### config.mk
export PLATFORM = sky130hd
export DESIGN_NAME = load_writeback
export DESIGN_NICKNAME = d
export VERILOG_FILES = /design/src/rtl/load_writeback.sv
export SDC_FILE = /design/constraint.sdc
export NUM_CORES = 1
export LEC_CHECK = 0
export BUFFER_PORTS_ARGS = -buffer_cell sky130_fd_sc_hd__buf_2
export CAP_MARGIN = 0
export CORE_ASPECT_RATIO = 0.7
export CORE_UTILIZATION = 48
export DETAILED_ROUTE_END_ITERATION = 10
export GPL_TIMING_DRIVEN = 0
export PLACE_DENSITY_LB_ADDON = 0.25
export SLEW_MARGIN = 20
export SYNTH_ARGS = -nofsm -noshare
export SYNTH_HDL_FRONTEND = slang
export SYNTH_SLANG_ARGS = --single-unit
export TNS_END_PERCENT = 10
### constraint.sdc
create_clock -name clk -period 2.3 [get_ports clk]
set_input_delay 0.345 -clock clk [delete_from_list [all_inputs] [get_ports clk]]
set_output_delay 0.345 -clock clk [all_outputs]
set_load 0.005 [all_outputs]
### src/rtl/load_writeback.sv
// rtl/load_writeback.sv - load unit: fetch a memory word, extract/extend the addressed lane, write it back
//
// Purpose: accepts one load request at a time, issues a word-aligned memory
// read, waits for the ack, then writes the sign/zero-extended byte, half or
// word into the register file. WB can accept the next request, so
// back-to-back loads run without an extra idle cycle.
//
// Ports:
//   clk, rst_n                       clock, asynchronous active-low reset
//   in_valid/in_ready                request handshake
//   in_rd, in_addr, in_funct3        destination register, byte address, load type
//   mem_req, mem_addr                word-aligned read request (held until ack)
//   mem_ack, mem_rdata               read response (only honoured in REQ)
//   rf_wen, rf_waddr, rf_wdata       register-file write port
//   busy                             high while not in IDLE
//   misalign                         one-cycle misaligned-access flag
//
// Optional feature: define LSU_MISALIGN_CHECK_EN to reject misaligned LH/LHU/LW
// accesses with a misalign pulse instead of a memory access.
module load_writeback #(
  parameter int ADDR_WIDTH = 5,
  parameter int DATA_WIDTH = 32
) (
  input  logic                  clk,
  input  logic                  rst_n,
  input  logic                  in_valid,
  output logic                  in_ready,
  input  logic [ADDR_WIDTH-1:0] in_rd,
  input  logic [DATA_WIDTH-1:0] in_addr,
  input  logic [2:0]            in_funct3,
  output logic                  mem_req,
  output logic [DATA_WIDTH-1:0] mem_addr,
  input  logic                  mem_ack,
  input  logic [DATA_WIDTH-1:0] mem_rdata,
  output logic                  rf_wen,
  output logic [ADDR_WIDTH-1:0] rf_waddr,
  output logic [DATA_WIDTH-1:0] rf_wdata,
  output logic                  busy,
  output logic                  misalign
);

  typedef enum logic [1:0] {
    IDLE = 2'd0,
    REQ  = 2'd1,
    WB   = 2'd2
  } state_e;

  state_e                state_q, state_d;
  logic [ADDR_WIDTH-1:0] rd_q, rd_d;
  logic [DATA_WIDTH-1:0] addr_q, addr_d;
  logic [2:0]            funct3_q, funct3_d;
  logic [DATA_WIDTH-1:0] data_q, data_d;

  logic                  accept;
  logic                  misaligned_req;
  logic [7:0]            byte_sel;
  logic [15:0]           half_sel;
  logic [DATA_WIDTH-1:0] ext_data;

  assign accept = in_valid && in_ready;

`ifdef LSU_MISALIGN_CHECK_EN
  logic misalign_q;

  // Bytes are always aligned; halves need addr[0]=0; LW (and aliases 3/6/7) need addr[1:0]=0.
  always_comb begin
    misaligned_req = 1'b0;
    case (in_funct3)
      3'd0, 3'd4: misaligned_req = 1'b0;
      3'd1, 3'd5: misaligned_req = in_addr[0];
      default:    misaligned_req = |in_addr[1:0];
    endcase
  end

  always_ff @(posedge clk or negedge rst_n) begin
    if (!rst_n) begin
      misalign_q <= 1'b0;
    end else begin
      misalign_q <= accept && misaligned_req;
    end
  end

  assign misalign = misalign_q;
`else
  assign misaligned_req = 1'b0;
  assign misalign       = 1'b0;
`endif

  // Lane extraction from the returning word, steered by the latched address.
  assign byte_sel = mem_rdata[{addr_q[1:0], 3'b000} +: 8];
  assign half_sel = mem_rdata[{addr_q[1], 4'b0000} +: 16];

  always_comb begin
    ext_data = mem_rdata;
    case (funct3_q)
      3'd0:    ext_data = {{(DATA_WIDTH-8){byte_sel[7]}}, byte_sel};
      3'd1:    ext_data = {{(DATA_WIDTH-16){half_sel[15]}}, half_sel};
      3'd4:    ext_data = {{(DATA_WIDTH-8){1'b0}}, byte_sel};
      3'd5:    ext_data = {{(DATA_WIDTH-16){1'b0}}, half_sel};
      default: ext_data = mem_rdata;
    endcase
  end

  always_comb begin
    state_d  = state_q;
    rd_d     = rd_q;
    addr_d   = addr_q;
    funct3_d = funct3_q;
    data_d   = data_q;
    case (state_q)
      IDLE, WB: begin
        if (accept) begin
          rd_d     = in_rd;
          addr_d   = in_addr;
          funct3_d = in_funct3;
          // A rejected (misaligned) request never reaches memory.
          state_d  = misaligned_req ? IDLE : REQ;
        end else begin
          state_d = IDLE;
        end
      end
      REQ: begin
        if (mem_ack) begin
          data_d  = ext_data;
          state_d = WB;
        end
      end
      default: state_d = IDLE;
    endcase
  end

  always_ff @(posedge clk or negedge rst_n) begin
    if (!rst_n) begin
      state_q  <= IDLE;
      rd_q     <= '0;
      addr_q   <= '0;
      funct3_q <= '0;
      data_q   <= '0;
    end else begin
      state_q  <= state_d;
      rd_q     <= rd_d;
      addr_q   <= addr_d;
      funct3_q <= funct3_d;
      data_q   <= data_d;
    end
  end

  assign in_ready = (state_q != REQ);
  assign busy     = (state_q != IDLE);
  assign mem_req  = (state_q == REQ);
  assign mem_addr = (state_q == REQ) ? {addr_q[DATA_WIDTH-1:2], 2'b00} : '0;
  // x0 is hard-wired zero: the access still happens but nothing is written.
  assign rf_wen   = (state_q == WB) && (rd_q != '0);
  assign rf_waddr = rd_q;
  assign rf_wdata = data_q;

endmodule

==> results of run 1 <==
[cell families after synthesis]
family,Yosys count,share of synthesized area
other,1,0.00105
DFF,74,0.516
AOI/OAI and AO/OA,61,0.106
and+or+nand+nor,115,0.172
muxes,53,0.165
buffers and inverters,29,0.0397
[area by class of cell]
class / count / area, µm² / area share
Sequential cell: 74 / 1850 / 0.398
Multi-Input combinational cell: 232 / 1600 / 0.344
Timing Repair Buffer: 148 / 771 / 0.166
Buffer: 26 / 131 / 0.0282
Clock buffer: 10 / 128 / 0.0274
Tap cell: 94 / 118 / 0.0253
Clock inverter: 6 / 42.5 / 0.00914
Inverter: 3 / 11.3 / 0.00242
[Yosys cell counts (3+ instances only)]
cell type / instances
buf_2: 9
a211oi_1: 4
nor4_1: 4
a221oi_1: 3
o21ai_0: 14
nand3b_1: 9
mux2i_1: 3
a2111oi_0: 3
buf_4: 4
nor2b_1: 4
and2_1: 30
mux2_2: 50
clkbuf_1: 10
a21oi_1: 29
dfrtp_1: 74
nand2_1: 30
or3_1: 3
a22o_1: 4
nor2_1: 26
[worst max-delay path, delay by kind of cell, from the launching register on]
family / cells / cell delay, ns
AND/OR/NAND/NOR: 2 / 0.38
buffers and inverters: 3 / 0.57
flip-flops: 1 / 0.39
[flip-flops by register name (all words and copies together) (netlist names)]
signal and count:
rf_wdata 32, funct3_q 3, rf_waddr 5, addr_q 32
state_q 2
[power by group]
group | switching, W | leakage (nW) | internal, W
sequential | 0.000243 | 0.857 | 0.00175
clock | 0.000504 | 0.0827 | 0.000394
combinational | 0.000825 | 1.29 | 0.000823
[final timing paths]
| check | to |
|---|---|
| setup / recovery | mem_addr[20] |
| hold / removal | state_q[0]$_DFFE_PN0P_ |
| setup reg to reg | rf_wdata[21]$_DFFE_PN0P_ |
| hold reg to reg | rf_wdata[3]$_DFFE_PN0P_ |
| max in group asynchronous | addr_q[17]$_DFFE_PN0P_ |
| min in group asynchronous | addr_q[8]$_DFFE_PN0P_ |
[layout by cell type, fill, tap and decap left out, types with 3 or more instances in the layout]
cell       netlist  routed
clkbuf_1        10      11
a2111oi_0        3       3
a21oi_1         29      29
or3_1            3       3
nor2b_1          4       4
mux2_2          50      50
nand2_1         30      30
and2_1          30      30
mux2i_1          3       3
buf_2            9     154
nor2_1          26      26
o21ai_0         14      14
conb_1           1       3
buf_4            4       5
clkbuf_8         0       9
a211oi_1         4       4
nand3b_1         9       9
dfrtp_1         74      74
a22o_1           4       4
nor4_1           4       4
a221oi_1         3       3
[through the flow]
stage / hold WS, ns / area, µm² / cells / setup WS [ns]
after detailed placement: 0.271 / 4470 / 576 / 0.342
final: 0.211 / 4650 / 593 / 0.277
after global placement: 0.465 / 4440 / 575 / 0.411
after global routing: 0.197 / 4650 / 593 / 0.109
after floorplan: 0.0494 / 3600 / 335 / 0.691
after CTS: 0.194 / 4650 / 593 / 0.235
[per-layer routing]
metal | global-route usage | up-vias | routed length (µm) | share of wire
met2 | 0.385 | 152 | 4440 | 0.45
met3 | 0.0526 | 9 | 745 | 0.076
met1 | 0.387 | 1515 | 4500 | 0.46
li1 | - | 1477 | - | -
met5 | 0 | - | 0 | 0
met4 | 0.0845 | 0 | 97 | 0.0099
==> impl_metrics.env, run 1 <==
export IMPL_run_status="complete, no violations"
export IMPL_final_setup_skew_ns=0.0111
export IMPL_ant_nets_after_route=0
export IMPL_clockBufferDepth=2
export IMPL_timing_critical_path_from_type="flip-flop"
export IMPL_initial_antenna_violation_count=0
export IMPL_number_of_global_route_vias_before_repair=3017
export IMPL_synth_largest_area_cell="dfrtp_1"
export IMPL_cts_root_buffer="clkbuf_8"
export IMPL_timing_worst_slew_pin_value_ns=0.627
export IMPL_setup_viol=0
export IMPL_post_synth_num_cell_types=35
export IMPL_synth_seq_cells=74
export IMPL_total_power_w=0.00454
export IMPL_cts_num_sinks=74
export IMPL_synthesis_area_um2=3590
export IMPL_die_height_um=74.3
export IMPL_cp_cell_sequence="nand2b_1 > inv_1 > clkbuf_1 > and2_1 > buf_2"
export IMPL_timing_max_slew_rel_slack=0.578
export IMPL_rsz0062_at_grt="false"
export IMPL_n_fill_cell=602
export IMPL_fin_nets=570
export IMPL_worst_endpoint_arrival_ns=1.68
export IMPL_synthesis_yosys_warnings=0
export IMPL_route_detailed_wl_per_inst_um=16.5
export IMPL_starting_density_of_the_core=0.514
export IMPL_drt_total_wl_um=9790
export IMPL_worstRegToRegCells=5
export IMPL_timing_setup_critical_path_class="reg2out"
export IMPL_drc=0
export IMPL_share_of_the_synthesized_area_in_the_top_cell_type=0.516
export IMPL_fin_tns_setup_ns=0
export IMPL_critical_path_slowest_cell="dfrtp_1"
export IMPL_cts_tree="built"
export IMPL_finish_utilization=0.667
export IMPL_hold_viol=0
export IMPL_gr_total_overflow=0
export IMPL_first_iter_violations=211
export IMPL_crit_path_max_incr_delay_ns=0.39
export IMPL_cells_after_synthesis=333
export IMPL_total_leakage_power_nw=2.23
export IMPL_worstSetupStartpoint="state_q[1]$_DFFE_PN0P_"
export IMPL_route_vias_total=3153
export IMPL_post_cts_resized_instances=0
export IMPL_power_density_nw_per_um2=976
export IMPL_wire_length_of_the_first_global_routing_pass_um=15500
export IMPL_worst_hold_path_num_cells=2
export IMPL_ios=150
export IMPL_synth_sequential_area_ratio=0.516
export IMPL_post_drt_via_cell_ratio=5.32
export IMPL_layout_worst_path_cycle_share=0.880
export IMPL_synthesis_area_per_instance_um2=10.8
export IMPL_cts_htree_levels=3
export IMPL_ff2ff_setup_slack_ns=0.31
export IMPL_rows=25
export IMPL_launching_point_of_the_worst_reg2reg_path="addr_q[0]$_DFFE_PN0P_"
export IMPL_globalRouteTotalUtil=0.261
export IMPL_critPathRequiredTime_ns=1.96
export IMPL_fmaxAchievable_ghz=0.494
export IMPL_final_max_slew_violation_count=0
export IMPL_antenna_cells_inserted=0
export IMPL_synth_top_cells_by_area="dfrtp_1 52%, mux2_2 16%, and2_1 5.2%, a21oi_1 4.0%, nand2_1 3.1%"
export IMPL_synth_async_reset_ratio=1.00
export IMPL_max_vdd_ir_drop_mv=0.547
export IMPL_syn_to_final_growth_pct=29.7
export IMPL_path_clk_slew_ns=0.08
export IMPL_detail_route_first_pass_iterations=5
export IMPL_dp_hpwl_um=7330
export IMPL_maxCapViolations=0
export IMPL_latest_clock_arrival_within_the_worst_skew_pair_ns=0.34
export IMPL_cts_post_setup_buffers_inserted=0
export IMPL_design_die_area_um2=7830
export IMPL_die_width_um=105
export IMPL_holdCritStartpoint="mem_ack"
export IMPL_critPathCaptureType="output port"
export IMPL_synthFlopType="dfrtp_1"
export IMPL_number_of_enable_type_register_cells_in_the_synthesized_netlist=0
export IMPL_hp_class="in2reg"
export IMPL_cts_hold_repair_buffers=1
export IMPL_period_needed_ns=2.02
export IMPL_cp_max_fo=10
export IMPL_placeableCoreArea_um2=6980
export IMPL_tritoncts_num_buffers=9
export IMPL_maximum_number_of_pins_on_one_net_before_global_route_repair=52
export IMPL_placement_io_buffers=146
export IMPL_drive_gt1_frac=0.461
export IMPL_gpl_wtd_cong=0.903
No activity file was read; power rests on OpenSTA's default activity.
==> run 2: changes to the inputs <==
CORE_ASPECT_RATIO = 2   (was 0.7)
==> impl_metrics.env, run 2 (synthesis gave the netlist of run 1 again) <==
export IMPL_run_status="complete, no violations"
export IMPL_timing_critical_path_from_type="flip-flop"
export IMPL_cp_max_fo=10
export IMPL_wire_length_of_the_first_global_routing_pass_um=15900
export IMPL_fmaxAchievable_ghz=0.501
export IMPL_total_power_w=0.00501
export IMPL_worst_hold_slack_ns=0.215
export IMPL_placement_io_buffers=146
export IMPL_ios=150
export IMPL_max_vdd_ir_drop_mv=0.743
export IMPL_postLayoutSetupSlackWorst_ns=0.304
export IMPL_period_needed_ns=2.00
export IMPL_most_common_layout_cells="154 x buf_2, 74 x dfrtp_1, 50 x mux2_2"
export IMPL_syn_to_final_growth_pct=32.9
export IMPL_pre_cts_ws_ns=0.354
export IMPL_die_width_um=63.1
export IMPL_clockBufferDepth=2
export IMPL_antenna_cells_inserted=0
export IMPL_starting_density_of_the_core=0.494
export IMPL_total_leakage_power_nw=2.29
export IMPL_post_drt_via_cell_ratio=5.34
export IMPL_final_common_cell="buf_2"
export IMPL_globalRouteTotalUtil=0.269
export IMPL_timing_max_slew_rel_slack=0.629
export IMPL_tritoncts_num_buffers=9
export IMPL_fin_nets=570
export IMPL_power_density_nw_per_um2=1050
export IMPL_latest_clock_arrival_within_the_worst_skew_pair_ns=0.33
export IMPL_route_vias_total=3150
export IMPL_gpl_wtd_cong=0.900
export IMPL_rows=44
export IMPL_fin_tns_setup_ns=0
export IMPL_drive_gt1_frac=0.458
export IMPL_cts_num_sinks=74
export IMPL_n_fill_cell=640
export IMPL_hp_class="in2reg"
export IMPL_layout_worst_path_cycle_share=0.868
export IMPL_die_height_um=124
export IMPL_timing_setup_critical_path_class="reg2out"
export IMPL_path_clk_slew_ns=0.05
export IMPL_final_setup_skew_ns=0.00708
export IMPL_cp_cell_sequence="nand2b_1 > inv_1 > clkbuf_1 > and2_1 > buf_2"
export IMPL_setup_viol=0
export IMPL_drc=0
export IMPL_number_of_global_route_vias_before_repair=3325
export IMPL_timing_worst_slew_pin_value_ns=0.553
export IMPL_first_iter_violations=278
export IMPL_route_detailed_wl_per_inst_um=17.0
export IMPL_rsz0062_at_grt="false"
export IMPL_cts_root_buffer="clkbuf_16"
export IMPL_worst_endpoint_arrival_ns=1.65
export IMPL_placeableCoreArea_um2=7270
export IMPL_hold_viol=0
export IMPL_critical_path_slowest_cell="dfrtp_1"
export IMPL_cts_post_setup_buffers_inserted=0
export IMPL_final_max_slew_violation_count=0
export IMPL_drt_total_wl_um=10000
export IMPL_cts_tree="built"
export IMPL_dp_hpwl_um=7600
export IMPL_maxCapViolations=0
export IMPL_crit_path_max_incr_delay_ns=0.38
export IMPL_cts_htree_levels=3
export IMPL_design_die_area_um2=7850
export IMPL_detail_route_first_pass_iterations=4
export IMPL_gr_total_overflow=0
export IMPL_maximum_number_of_pins_on_one_net_before_global_route_repair=52
export IMPL_critPathCaptureType="output port"
export IMPL_initial_antenna_violation_count=0
export IMPL_ant_nets_after_route=0
export IMPL_critPathRequiredTime_ns=1.96
run 2: changes by cell type in the layout (fill, tap and decap cells not counted):
| cell | previous run | this run |
|---|---|---|
| clkbuf_16 | 0 | 9 |
| clkbuf_8 | 9 | 1 |
| clkinvlp_4 | 2 | 0 |
| bufinv_16 | 0 | 1 |
| clkbuf_1 | 11 | 12 |
| clkinv_4 | 1 | 0 |
| inv_6 | 1 | 0 |
run 2: repair_timing:
action	4_1_cts	5_1_grt
resized for setup	0	0
endpoints found under the hold margin	23	0
hold buffers	1	0
run 2: worst paths after layout:
kind / startpoint / slack, ns / cells after the start / to
worst max-delay path: state_q[1]$_DFFE_PN0P_ / 0.30 / 5 / mem_addr[16]
worst min-delay path: mem_ack / 0.22 / 2 / state_q[0]$_DFFE_PN0P_
worst max register to register: addr_q[0]$_DFFE_PN0P_ / 0.32 / 5 / rf_wdata[21]$_DFFE_PN0P_
worst min register to register: addr_q[2]$_DFFE_PN0P_ / 0.50 / 1 / addr_q[2]$_DFFE_PN0P_
max in group asynchronous: rst_n / 1.27 / 3 / addr_q[2]$_DFFE_PN0P_
min in group asynchronous: rst_n / 0.46 / 2 / rf_wdata[29]$_DFFE_PN0P_
run 2: cell type report:
cell class / count / area [µm²] / share of cell area
plain buffers: 26 / 131 / 0.0276
repair buffers: 148 / 771 / 0.162
clock inverters: 3 / 40.0 / 0.00840
flip-flops and latches: 74 / 1850 / 0.388
clock buffers: 12 / 246 / 0.0517
inverters: 3 / 11.3 / 0.00236
well taps: 92 / 115 / 0.0241
multi-input cells: 232 / 1600 / 0.336
run 2: report_power, final:
group	internal [W]	total, W	switching, W
clock	0.000860	0.00137	0.000506
sequential	0.00176	0.00200	0.000241
combinational	0.000823	0.00164	0.000820
run 2: critical path, delay by kind of cell, from the launching register on:
family	cells	cell delay [ns]
buf+inv	3	0.56
flops	1	0.38
simple gates	2	0.38
run 2: per-stage QoR:
stage / util / instances / area (µm²)
detailed placement: 0.615 / 574 / 4470
floorplan: - / 335 / 3600
finish: 0.656 / 590 / 4770
global route: 0.656 / 590 / 4770
CTS: 0.656 / 590 / 4770
global placement: 0.611 / 573 / 4440
run 2: per-layer routing:
layer	track usage	vias up	wire (µm)
li1	-	1474	-
met1	0.274	1499	3550
met2	0.474	147	5320
met3	0.0467	30	549
met4	0.198	0	609
met5	0	-	0
